$ cat src/rtl/dsp_config_chain_loader.sv
// Serializes parallel configuration words into a DSP tile's configuration chain, LSB-first.
// Optional chain readback capture is compiled in when CONFIG_READBACK_EN is defined.
module dsp_config_chain_loader #(
    parameter int CHAIN_LENGTH = 64,
    parameter int WORD_WIDTH   = 16
) (
    input  logic                  clk,
    input  logic                  reset,
    input  logic                  start,
    input  logic [WORD_WIDTH-1:0] cfg_word,
    input  logic                  cfg_valid,
    output logic                  cfg_ready,
    output logic                  configuration_output,
    output logic                  configuration_enable,
    output logic                  busy,
    output logic                  done
`ifdef CONFIG_READBACK_EN
    ,
    input  logic                  chain_return,
    output logic [WORD_WIDTH-1:0] readback_word,
    output logic                  readback_valid
`endif
);

    localparam int WORDS     = (CHAIN_LENGTH + WORD_WIDTH - 1) / WORD_WIDTH;
    localparam int LAST_BITS = CHAIN_LENGTH - (WORDS - 1) * WORD_WIDTH;
    localparam int WL_W      = $clog2(WORDS + 1);
    localparam int BL_W      = $clog2(CHAIN_LENGTH + 1);
    localparam int SC_W      = $clog2(WORD_WIDTH + 1);

    typedef enum logic {IDLE, ACTIVE} state_t;

    state_t                state;
    logic [WL_W-1:0]       words_left;
    logic [BL_W-1:0]       bits_left;
    logic [WORD_WIDTH-1:0] hold_reg, shreg;
    logic [SC_W-1:0]       hold_cnt, sh_cnt;
    logic                  hold_full;

    logic                  accept;
    logic [SC_W-1:0]       in_cnt;
    logic                  emit, emit_bit, take;
    logic [WORD_WIDTH-1:0] sh_nxt, hold_nxt;
    logic [SC_W-1:0]       sh_cnt_nxt, hold_cnt_nxt;
    logic                  hold_full_nxt;

    // NOTE: cfg_ready is combinational from registered state only, so it cannot loop back through cfg_valid.
    assign cfg_ready = (state == ACTIVE) && !hold_full && (words_left != '0);
    assign accept    = cfg_valid && cfg_ready;
    // The last word carries only the remaining chain bits; its upper bits are never shifted.
    assign in_cnt    = (words_left == WL_W'(1)) ? SC_W'(LAST_BITS) : SC_W'(WORD_WIDTH);

    // NOTE: every always_comb output gets a default first so no latch is inferred.
    always_comb begin
        emit          = 1'b0;
        emit_bit      = 1'b0;
        take          = accept;
        sh_nxt        = shreg;
        sh_cnt_nxt    = sh_cnt;
        hold_nxt      = hold_reg;
        hold_cnt_nxt  = hold_cnt;
        hold_full_nxt = hold_full;
        if (sh_cnt != '0) begin
            emit       = 1'b1;
            emit_bit   = shreg[0];
            sh_nxt     = shreg >> 1;
            sh_cnt_nxt = sh_cnt - 1'b1;
        end else if (hold_full) begin
            emit          = 1'b1;
            emit_bit      = hold_reg[0];
            sh_nxt        = hold_reg >> 1;
            sh_cnt_nxt    = hold_cnt - 1'b1;
            hold_full_nxt = 1'b0;
        end else if (accept) begin
            // Both registers empty: the arriving word starts shifting on this very edge.
            emit       = 1'b1;
            emit_bit   = cfg_word[0];
            sh_nxt     = cfg_word >> 1;
            sh_cnt_nxt = in_cnt - 1'b1;
            take       = 1'b0;
        end
        // Refill the shifter on the edge it drains so the next edge has a bit to send.
        if (sh_cnt_nxt == '0) begin
            if (hold_full_nxt) begin
                sh_nxt        = hold_reg;
                sh_cnt_nxt    = hold_cnt;
                hold_full_nxt = 1'b0;
            end else if (take) begin
                sh_nxt     = cfg_word;
                sh_cnt_nxt = in_cnt;
                take       = 1'b0;
            end
        end
        if (take) begin
            hold_nxt      = cfg_word;
            hold_cnt_nxt  = in_cnt;
            hold_full_nxt = 1'b1;
        end
    end

    // NOTE: hold_reg/shreg data is not reset; the valid counts and hold_full flag mark them empty.
    always_ff @(posedge clk) begin
        if (reset) begin
            state                <= IDLE;
            busy                 <= 1'b0;
            done                 <= 1'b0;
            configuration_output <= 1'b0;
            configuration_enable <= 1'b0;
            words_left           <= '0;
            bits_left            <= '0;
            hold_full            <= 1'b0;
            hold_cnt             <= '0;
            sh_cnt               <= '0;
        end else begin
            case (state)
                IDLE: begin
                    done                 <= 1'b0;
                    configuration_output <= 1'b0;
                    configuration_enable <= 1'b0;
                    if (start) begin
                        state      <= ACTIVE;
                        busy       <= 1'b1;
                        words_left <= WL_W'(WORDS);
                        bits_left  <= BL_W'(CHAIN_LENGTH);
                        hold_full  <= 1'b0;
                        sh_cnt     <= '0;
                    end
                end
                ACTIVE: begin
                    if (bits_left == '0) begin
                        state                <= IDLE;
                        busy                 <= 1'b0;
                        done                 <= 1'b1;
                        configuration_output <= 1'b0;
                        configuration_enable <= 1'b0;
                    end else begin
                        configuration_output <= emit_bit;
                        configuration_enable <= emit;
                        shreg                <= sh_nxt;
                        sh_cnt               <= sh_cnt_nxt;
                        hold_reg             <= hold_nxt;
                        hold_cnt             <= hold_cnt_nxt;
                        hold_full            <= hold_full_nxt;
                        if (accept) words_left <= words_left - 1'b1;
                        if (emit)   bits_left  <= bits_left - 1'b1;
                    end
                end
                default: state <= IDLE;
            endcase
        end
    end

`ifdef CONFIG_READBACK_EN
    logic [WORD_WIDTH-1:0] rb_acc, rb_next;
    logic [SC_W-1:0]       rb_idx;
    logic [BL_W-1:0]       rb_left;

    assign rb_next = rb_acc | (WORD_WIDTH'(chain_return) << rb_idx);

    // Each shifting cycle, the tail presents one bit of the chain's previous contents.
    always_ff @(posedge clk) begin
        if (reset) begin
            readback_word  <= '0;
            readback_valid <= 1'b0;
            rb_acc         <= '0;
            rb_idx         <= '0;
            rb_left        <= '0;
        end else begin
            readback_valid <= 1'b0;
            if (state == IDLE && start) begin
                rb_acc  <= '0;
                rb_idx  <= '0;
                rb_left <= BL_W'(CHAIN_LENGTH);
            end else if (configuration_enable) begin
                rb_left <= rb_left - 1'b1;
                if (rb_idx == SC_W'(WORD_WIDTH - 1) || rb_left == BL_W'(1)) begin
                    readback_word  <= rb_next;
                    readback_valid <= 1'b1;
                    rb_acc         <= '0;
                    rb_idx         <= '0;
                end else begin
                    rb_acc <= rb_next;
                    rb_idx <= rb_idx + 1'b1;
                end
            end
        end
    end
`endif

endmodule
$ cat config.mk
export PLATFORM = sky130hd
export DESIGN_NAME = dsp_config_chain_loader
export DESIGN_NICKNAME = d
export VERILOG_FILES = /design/src/rtl/dsp_config_chain_loader.sv
export SDC_FILE = /design/constraint.sdc
export NUM_CORES = 1
export LEC_CHECK = 0
export ABC_AREA = 1
export CORE_MARGIN = 8
export CORE_UTILIZATION = 57
export DETAILED_ROUTE_END_ITERATION = 10
export PLACE_DENSITY = 0.82
export REMOVE_ABC_BUFFERS = 1
export SETUP_SLACK_MARGIN = 0.02
export SLEW_MARGIN = 20
export SYNTH_ARGS = -nofsm -noshare
export SYNTH_HDL_FRONTEND = slang
export SYNTH_SLANG_ARGS = --single-unit
$ cat constraint.sdc
create_clock -name clk -period 3.4 [get_ports clk]
set_clock_uncertainty 0.05 [all_clocks]
set_input_delay 0.34 -clock clk [delete_from_list [all_inputs] [get_ports clk]]
set_output_delay 0.34 -clock clk [all_outputs]
set_load 0.01 [all_outputs]
Yosys cells after proc, flatten, opt, wreduce, memory -nomap -nowiden
Cells that the tools add are included.

operators by class
  bitwise operators = 3
  reductions and logical operators = 15
  add/sub/neg operators = 4
  eq/ne operators = 5
  muxes and demuxes = 51

operators by type and width
  cell                   count
  $mux W16               6
  $mux W5                8
  $mux W1                22
  $mux W7                3
  $pmux W7 S2            1
  $pmux W1 S2            6
  $reduce_and A3 Y1      4
  $pmux W5 S2            1
  $sub A5 B1 Y5 const B  2
  $mux W3                3
  $logic_not A7 Y1       1
  $sub A7 B1 Y7 const B  1
  $ne A2 B1 Y1 const B   3
  $pmux W3 S2            1
  $logic_not A5 Y1       1
  $reduce_bool A5 Y1     1
  $ne A2 B2 Y1 const B   2
  $reduce_and A2 Y1      2
  $reduce_and A4 Y1      1
  $logic_and A1 B1 Y1    3
  $not A1 Y1             3
  $reduce_bool A3 Y1     1
  $sub A3 B1 Y3 const B  1
  $logic_not A1 Y1       1

storage, ports and cells
  word-level logic and storage cells = 90
  register bits = 54

Depth between registers and ports, before layout
Gate-level depths: netlist of the first run.

  word-level depth = 12
  depth in mapped cells = 12

Least setup slack after synthesis of the first run
OpenSTA, ideal clock, no wires.

  kind = reg-to-reg
  start = reg bits_left[0]
  end = reg hold_reg[0], enable pin
  cell stages (with the launch flop) = 10
  setup time = 0.388 ns
  slack = 0.364 ns
  data arrival time = 2.597 ns
  path through = dfxtp_1 > inv_1 > ha_1 > nand2_1 > nor2_1 > nor2_2 > inv_1 > nor2_1 > inv_1 > nor2_1

between the ends
  longest elaborated chain between the ends = 3

ends and longest elaborated chain
  element                             line  RTL
  from (decl)                         35    logic [BL_W-1:0] bits_left;
  from (signal assigned)              124   bits_left <= BL_W'(CHAIN_LENGTH);
  from (signal assigned)              145   if (emit) bits_left <= bits_left - 1'b1;
  $logic_not A7 Y1                    130   if (bits_left == '0) begin
  $not A1 Y1 (no source line)         --
  $reduce_and A4 Y1 (no source line)  --
  to (signal assigned)                141   hold_reg <= hold_nxt;
  to (decl)                           36    logic [WORD_WIDTH-1:0] hold_reg, shreg;

Every way passes these cells.
A chain may end at the register's enable or synchronous reset.

Final worst setup path of the first run
  start = reg sh_cnt[0]
  end = reg shreg[11], data pin

between the ends
  longest elaborated chain between the ends = 5

ends and longest elaborated chain
  element                                                                line  RTL
  from (decl)                                                            37    logic [SC_W-1:0] hold_cnt, sh_cnt;
  from (signal assigned)                                                 140   sh_cnt <= sh_cnt_nxt;
  parallel branches: the longest is 4 deep, another holds $sub A5 B1 Y5  --
  $mux W16 *                                                             83    if (sh_cnt_nxt == '0) begin
  via sh_nxt[11]                                                         43    logic [WORD_WIDTH-1:0] sh_nxt, hold_nxt;
  to (signal assigned)                                                   139   shreg <= sh_nxt;
  to (decl)                                                              36

Mark *: on every way through the listed nets, which the timed path passes.

==> impl_summary.log, run 1 <==
INFO  metric footprint_of_the_multi_input_gates = 1140 um2
INFO  metric hold_path.class = reg2reg
INFO  metric timing.slew.headroom = 41.2%
INFO  metric grt_setup_unrepaired = no
INFO  metric die_ar = 7310 um2
INFO  metric hold_start = bits_left[0]
INFO  metric synthArstFlopShare = 0%
INFO  metric core_region_area = 4690 um2
INFO  metric initial_core_util = 58.7%
INFO  metric clk_root_buffer_cell = clkbuf_8
INFO  metric drtAntennaViolNets = 0
INFO  metric worst_slew_pin_slew = 0.881 ns
INFO  metric timing_worst_setup_path_type = reg2reg
INFO  metric timing.hold.worst_path_depth = 1
INFO  metric boundaryPins = 25
INFO  metric cts_max_level = 2
INFO  metric outcome = finished, final reports clean
INFO  metric cp_slowest_cell = dfxtp_1
INFO  metric synth.most_common_cell = nand2_1
INFO  metric utilization = 66.8%
INFO  metric synth-edff-count = 32
INFO  metric number_of_antenna_violations_at_the_first_check_in_global_routing = 0
INFO  metric drt_iter0_markers = 175
INFO  metric place_hpwl = 4160 um
INFO  metric netlist_top_cells_area = edfxtp_1 (35%), dfxtp_1 (16%), nand2_1 (6.3%)
INFO  metric finalMaxSlewViolations = 0
INFO  metric gp_routability_congestion = 0.961
INFO  metric gates_resized_cts_repair = 0
INFO  metric setup_tns = 0 ns
INFO  metric vias_in_the_first_global_route = 2224
INFO  metric ir_worst_vdd = 0.000278 V
INFO  metric grt_start_max_net_pins = 38
INFO  metric antenna-diode-count = 0
INFO  metric cts.sink_count = 54
INFO  metric grtUsageTotal = 17.1%
INFO  metric dr_total_vias = 2212
INFO  metric finalHoldViolations = 0
INFO  metric min_delay_worst_endpoint = bits_left[0]
INFO  metric maxCapViolCount = 0
INFO  metric globalRouteOverflowTotal = 0
INFO  metric synth_flop_cell = edfxtp_1
INFO  metric postSynthCellCount = 299
INFO  metric cts-hold-fix-buffers = 0
INFO  metric cts_tree = built
INFO  metric synth_top_area_share = 34.9%
INFO  metric post_drt_wl_per_cell = 15.5 um
INFO  metric crit-reg2reg-launch = sh_cnt[0]
INFO  metric placement.io_buffers = 24
INFO  metric die_h = 85.5 um
INFO  metric drive_above_1_share = 11.1%
INFO  metric dr_vias_cell = 5.84
INFO  metric layout.area.seq = 1400 um2
INFO  metric wl = 5890 um
INFO  metric final.fill_count = 397
INFO  metric power_leakage = 1.19 nW
INFO  metric critPathTopFamily = simple AND/OR/NAND/NOR gates
INFO  metric area_delta_synth_final = 13.9%
INFO  metric crit_required = 3.41 ns
INFO  metric clk-insertion-delay-late = 0.31 ns
INFO  metric critical_path_peak_fanout = 37
INFO  metric timing.rr.end = shreg[11]
INFO  metric crit_chain = inv_1 -> ha_1 -> nand3_4 -> clkinv_4 -> a21oi_1 -> nand4_4 -> nor3_4 -> buf_4 -> o21ai_2
INFO  metric period_needed = 2.69 ns
INFO  metric power-per-cell-area = 424 nW/um2
INFO  metric post-cts-setup-buffers = 0
INFO  metric regToRegSetupSlack = 0.71 ns
INFO  metric layout.nets = 349
INFO  metric yosys.cell_types.count = 38
INFO  metric remaining_drc_errors = 0
INFO  metric critical-path-max-stage-delay = 0.38 ns
INFO  metric synthesis.area_per_instance = 9.21 um2
INFO  metric syn-cell-area = 2750 um2
INFO  metric setup.worst_path.end_class = flop
INFO  metric yosys_register_bits = 54
INFO  metric finalSetupViolations = 0
INFO  metric clock_path_buffers = 2
INFO  metric grt_first_pass_wirelength = 10100 um
INFO  metric numCtsBuffers = 5
INFO  metric netlist.top_cell.by_area = edfxtp_1
INFO  metric crit_path_start_kind = flop
INFO  metric rows = 25
INFO  metric worst_r2r_path_depth = 9
INFO  metric path_buf_inv = 3
INFO  metric ys_warn_count = 0
INFO  metric fmax = 0.372 GHz
INFO  metric yosysSeqAreaShare = 50.9%
INFO  metric chipWidth = 85.5 um
INFO  metric crit_arrival = 2.70 ns
INFO  metric synth_top_cells_by_count = nand2_1 (46), inv_1 (38), edfxtp_1 (32)
INFO  metric min_period_over_period = 79.1%
INFO  metric firstDrtPassIters = 4
INFO  metric clk_pin_slew = 0.09 ns
## how the worst max path moves through the flow
stage	startpoint	to	slack, ns	depth (start not counted)
2_1_floorplan	bits_left[0]	hold_reg[0]	0.36	9
3_3_place_gp	sh_cnt[0]	shreg[7]	0.92	9
3_5_place_dp	sh_cnt[0]	shreg[11]	0.79	9
4_1_cts	sh_cnt[0]	shreg[11]	0.77	9
5_1_grt	sh_cnt[0]	shreg[11]	0.56	9
6_report	sh_cnt[0]	shreg[11]	0.71	9
## metal layers
metal	up-vias	share of wire [%]	track usage, %
li1	1098	-	-
met1	1042	44	21.1
met2	65	48	27.8
met3	7	6.2	4.30
met4	0	1.4	7.01
met5	-	0	0
## layout make-up
class / instances / share of cell area, %
timing repair buffer: 29 / 8.86
clock inverter: 1 / 0.160
tap: 54 / 2.16
sequential: 54 / 44.7
inverter: 41 / 5.07
multi-input combinational: 193 / 36.3
clock buffer: 7 / 2.75
## report_power, final
group	leakage (nW)	total [W]	internal [W]	switching, W
sequential	0.469	0.000735	0.000722	0.0000128
combinational	0.674	0.000236	0.0000959	0.000140
clock	0.0482	0.000358	0.000164	0.000193
## worst register-to-register path: stages (launching register included)
cell	delay (ns)
dfxtp_1	0.38
inv_1	0.10
ha_1	0.28
nand3_4	0.16
clkinv_4	0.23
a21oi_1	0.38
nand4_4	0.21
nor3_4	0.34
buf_4	0.26
o21ai_2	0.07
## metrics by stage
stage	worst slack, ns	std cells	total power [W]	hold slack (ns)	cell area [um2]
global route	0.564	379	0.00139	0.440	3130
detailed placement	0.792	371	0.000984	0.400	3040
finish	0.711	379	0.00133	0.410	3130
global placement	0.923	371	0.000975	0.387	3040
CTS	0.767	379	0.00134	0.412	3130
floorplan	0.364	288	0.000909	0.359	2700
## cell families (layout without fill, tap and decap cells)
logic type / after synthesis / in the layout / synth area share [%]
adder cells (fa/ha/maj): 5 / 5 / 2.27
flip-flops: 54 / 54 / 50.9
XOR/XNOR: 2 / 2 / 0.636
buffers and inverters: 52 / 78 / 7.77
AO/OA/AOI/OAI: 92 / 92 / 22.0
AND/OR/NAND/NOR: 94 / 94 / 16.5
## layout by cell type (no fill, tap or decap), drive strengths merged, types with 6 or more instances in the layout
| cell type | instances |
|---|---|
| nand2 | 48 |
| inv | 40 |
| o21ai | 38 |
| edfxtp | 32 |
| clkdlybuf4s50 | 24 |
| dfxtp | 22 |
| nor2 | 22 |
| a21oi | 18 |
| a22o | 15 |
| o22ai | 15 |
| nand3 | 12 |
| clkbuf | 7 |
| nor3 | 6 |
No activity file was read; power rests on OpenSTA's default activity.
==> inputs of run 2 (changes only) <==
CORE_UTILIZATION = 51   (was 57)
PLACE_DENSITY = 0.78   (was 0.82)
clock period = 2.2 ns   (was 3.4 ns; I/O delays follow)
==> run 2 against run 1 <==
Final area increased by 10%. Critical path type unchanged. Combinational power increased by 91%. Worst hold slack better by 0.0072 ns. Sequential share of layout area fell by 4.0 points. Non-clock buffer count grew 18. Total power up 69%. Largest cell class unchanged. Setup slack got worse by 0.64 ns. Sequential power up 55%. Die area up 9.5%.
==> impl_summary.log, run 2 (synthesis results as in run 1) <==
INFO  metric layout.nets = 367 (+5.2%)
INFO  metric power_share_of_the_sequential_group = 50.6% (-4.7 points)
INFO  metric setup_tns = 0 ns (unchanged)
INFO  metric crit_chain = inv_1 -> ha_4 -> nand3_4 -> nand3_2 -> o21ai_4 -> nand4_4 -> buf_6 -> nor2_4 -> buf_12 -> nand2_1 -> o21ai_0
INFO  metric grtUsageTotal = 16.1% (-1.0 points)
INFO  metric hold_path.class = reg2reg
INFO  metric grt_start_max_net_pins = 31 (-18%)
INFO  metric clk_root_buffer_cell = clkbuf_8
INFO  metric clockPowerShare = 29.3% (+2.4 points)
INFO  metric place_hpwl = 4270 um (+2.4%)
INFO  metric die_ar = 8000 um2 (+9.5%)
INFO  metric power.share.combinational = 20.1% (+2.3 points)
INFO  metric core_region_area = 5170 um2 (+10%)
INFO  metric rows = 26 (+4.0%)
INFO  metric sw_frac_of_total = 25.9% (-0.14 points)
INFO  metric dr_total_vias = 2280 (+3.1%)
INFO  metric number_of_antenna_violations_at_the_first_check_in_global_routing = 0 (unchanged)
INFO  metric wl = 6290 um (+6.8%)
INFO  metric firstDrtPassIters = 4 (unchanged)
INFO  metric worst_slew_pin_slew = 0.500 ns (-0.381 ns)
INFO  metric dr_vias_cell = 5.52 (-5.4%)
INFO  metric globalRouteOverflowTotal = 0 (unchanged)
INFO  metric timing.slew.headroom = 66.5% (+25 points)
INFO  metric finalHoldViolations = 0 (unchanged)
INFO  metric internal_dissipation = 0.00166 W (+69%)
INFO  metric post_drt_wl_per_cell = 15.2 um (-2.0%)
INFO  metric min_period_over_period = 97.0% (+18 points)
INFO  metric drtAntennaViolNets = 0 (unchanged)
INFO  metric cts.sink_count = 54 (unchanged)
INFO  metric crit_required = 2.29 ns (-1.12 ns)
INFO  metric clk-insertion-delay-late = 0.31 ns (about the same)
INFO  metric utilization = 66.7% (-0.13 points)
INFO  metric ir_worst_vdd = 0.000370 V (+33%)
INFO  metric setup.worst_path.end_class = flop
INFO  metric timing_worst_setup_path_type = reg2reg
INFO  metric worst_hold_slack = 0.418 ns (+0.00717 ns)
INFO  metric area_delta_synth_final = 25.3%
INFO  metric vias_in_the_first_global_route = 2280 (+2.5%)
INFO  metric cts-hold-fix-buffers = 0 (unchanged)
INFO  metric most-common-layout-cells = nand2_1 (43), inv_1 (36), edfxtp_1 (32), o21ai_0 (26), clkdlybuf4s50_1 (23)
INFO  metric clk_pin_slew = 0.10 ns (about the same)
INFO  metric period_needed = 2.13 ns (-0.555 ns)
INFO  metric power_leakage = 1.34 nW (+12%)
INFO  metric critical_path_peak_fanout = 8 (-78%)
INFO  metric gp_routability_congestion = 0.853 (-11%)
INFO  metric remaining_drc_errors = 0 (unchanged)
INFO  metric preCtsSetupSlack = -0.0203 ns (-0.812 ns)
INFO  metric boundaryPins = 25 (unchanged)
INFO  metric critical-path-max-stage-delay = 0.37 ns (about the same)
INFO  metric cts_tree = built
INFO  metric finalSetupViolations = 0 (unchanged)
INFO  metric layout_setup_ws = 0.0665 ns (-0.645 ns)
INFO  metric drive_above_1_share = 20.4% (+9.3 points)
INFO  metric maxCapViolCount = 0 (unchanged)
INFO  metric power_switching = 0.000582 W (+68%)
INFO  metric fmax = 0.469 GHz (+26%)
INFO  metric crit_arrival = 2.22 ns (-0.48 ns)
INFO  metric placement.io_buffers = 24 (unchanged)
INFO  metric numCtsBuffers = 5 (unchanged)
INFO  metric cts_max_level = 2 (unchanged)
INFO  metric crit_path_start_kind = flop
INFO  metric finalMaxSlewViolations = 0 (unchanged)
INFO  metric grt_first_pass_wirelength = 10300 um (+1.5%)
INFO  metric clock_path_buffers = 2 (unchanged)
INFO  metric initial_core_util = 53.2% (-5.4 points)
INFO  metric power-per-cell-area = 651 nW/um2 (+54%)
INFO  metric layout_commonest_cell = nand2_1
INFO  metric outcome = finished, final reports clean
INFO  metric antenna-diode-count = 0 (unchanged)
INFO  metric drt_iter0_markers = 152 (-13%)
INFO  metric cp_slowest_cell = dfxtp_1
INFO  metric die_h = 89.5 um (+4.6%)
INFO  metric final.fill_count = 390 (-1.8%)
INFO  metric chipWidth = 89.5 um (+4.6%)
## run 2: layout make-up
class	count	area (um2)	share of cell area, %
clock buffer	6	72.6	2.10
clock inverter	2	36.3	1.05
inverter	41	161	4.68
multi-input combinational	193	1220	35.4
sequential	54	1400	40.7
tap	70	87.6	2.54
timing repair buffer	47	465	13.5
## run 2: metrics by stage
stage / std cells / total power, W / instance area, um2
2_1_floorplan: 288 / 0.00140 / 2700
3_3_place_gp: 399 / 0.00154 / 3180
3_5_place_dp: 399 / 0.00156 / 3180
4_1_cts: 409 / 0.00221 / 3310
5_1_grt: 413 / 0.00235 / 3450
6_report: 413 / 0.00225 / 3450
## run 2: worst max-delay path: cells and delay by family, from the launching register on
family	cells	cell delay, ns
fa+ha+maj	1	0.19
flops	1	0.37
compound gates	2	0.30
buf+inv	3	0.40
simple gates	5	0.64
## run 2: path summary, 6_finish.rpt
check	startpoint	cells after the start	slack (ns)	end
max reg2reg	sh_cnt[1]	11	0.07	shreg[2]
min	bits_left[0]	1	0.42	bits_left[0]
min reg2reg	bits_left[0]	1	0.42	bits_left[0]
max	sh_cnt[1]	11	0.07	shreg[2]
## run 2: per-layer routing
metal	part of all wire [%]	vias up	global-route usage [%]
met4	1.2	0	5.29
met5	0	-	0
met2	50	66	27.3
li1	-	1130	-
met1	44	1076	20.1
met3	4.5	8	2.76
## run 2: what timing repair did
action / 4_1_cts / 5_1_grt
buffers inserted: 2 / 3
gates cloned: 0 / 1
resized for setup: 2 / 25
pin swaps: 1 / 7
endpoints found under the setup margin: 15 / 40
## run 2: power by group through the flow
stage | registers (W) | clock network (W) | logic (W)
after floorplan | 0.00116 | 0 | 0.000249
after global placement | 0.00116 | 0 | 0.000386
after detailed placement | 0.00116 | 0 | 0.000398
after CTS | 0.00114 | 0.000669 | 0.000404
after global routing | 0.00114 | 0.000710 | 0.000495
final | 0.00114 | 0.000659 | 0.000450
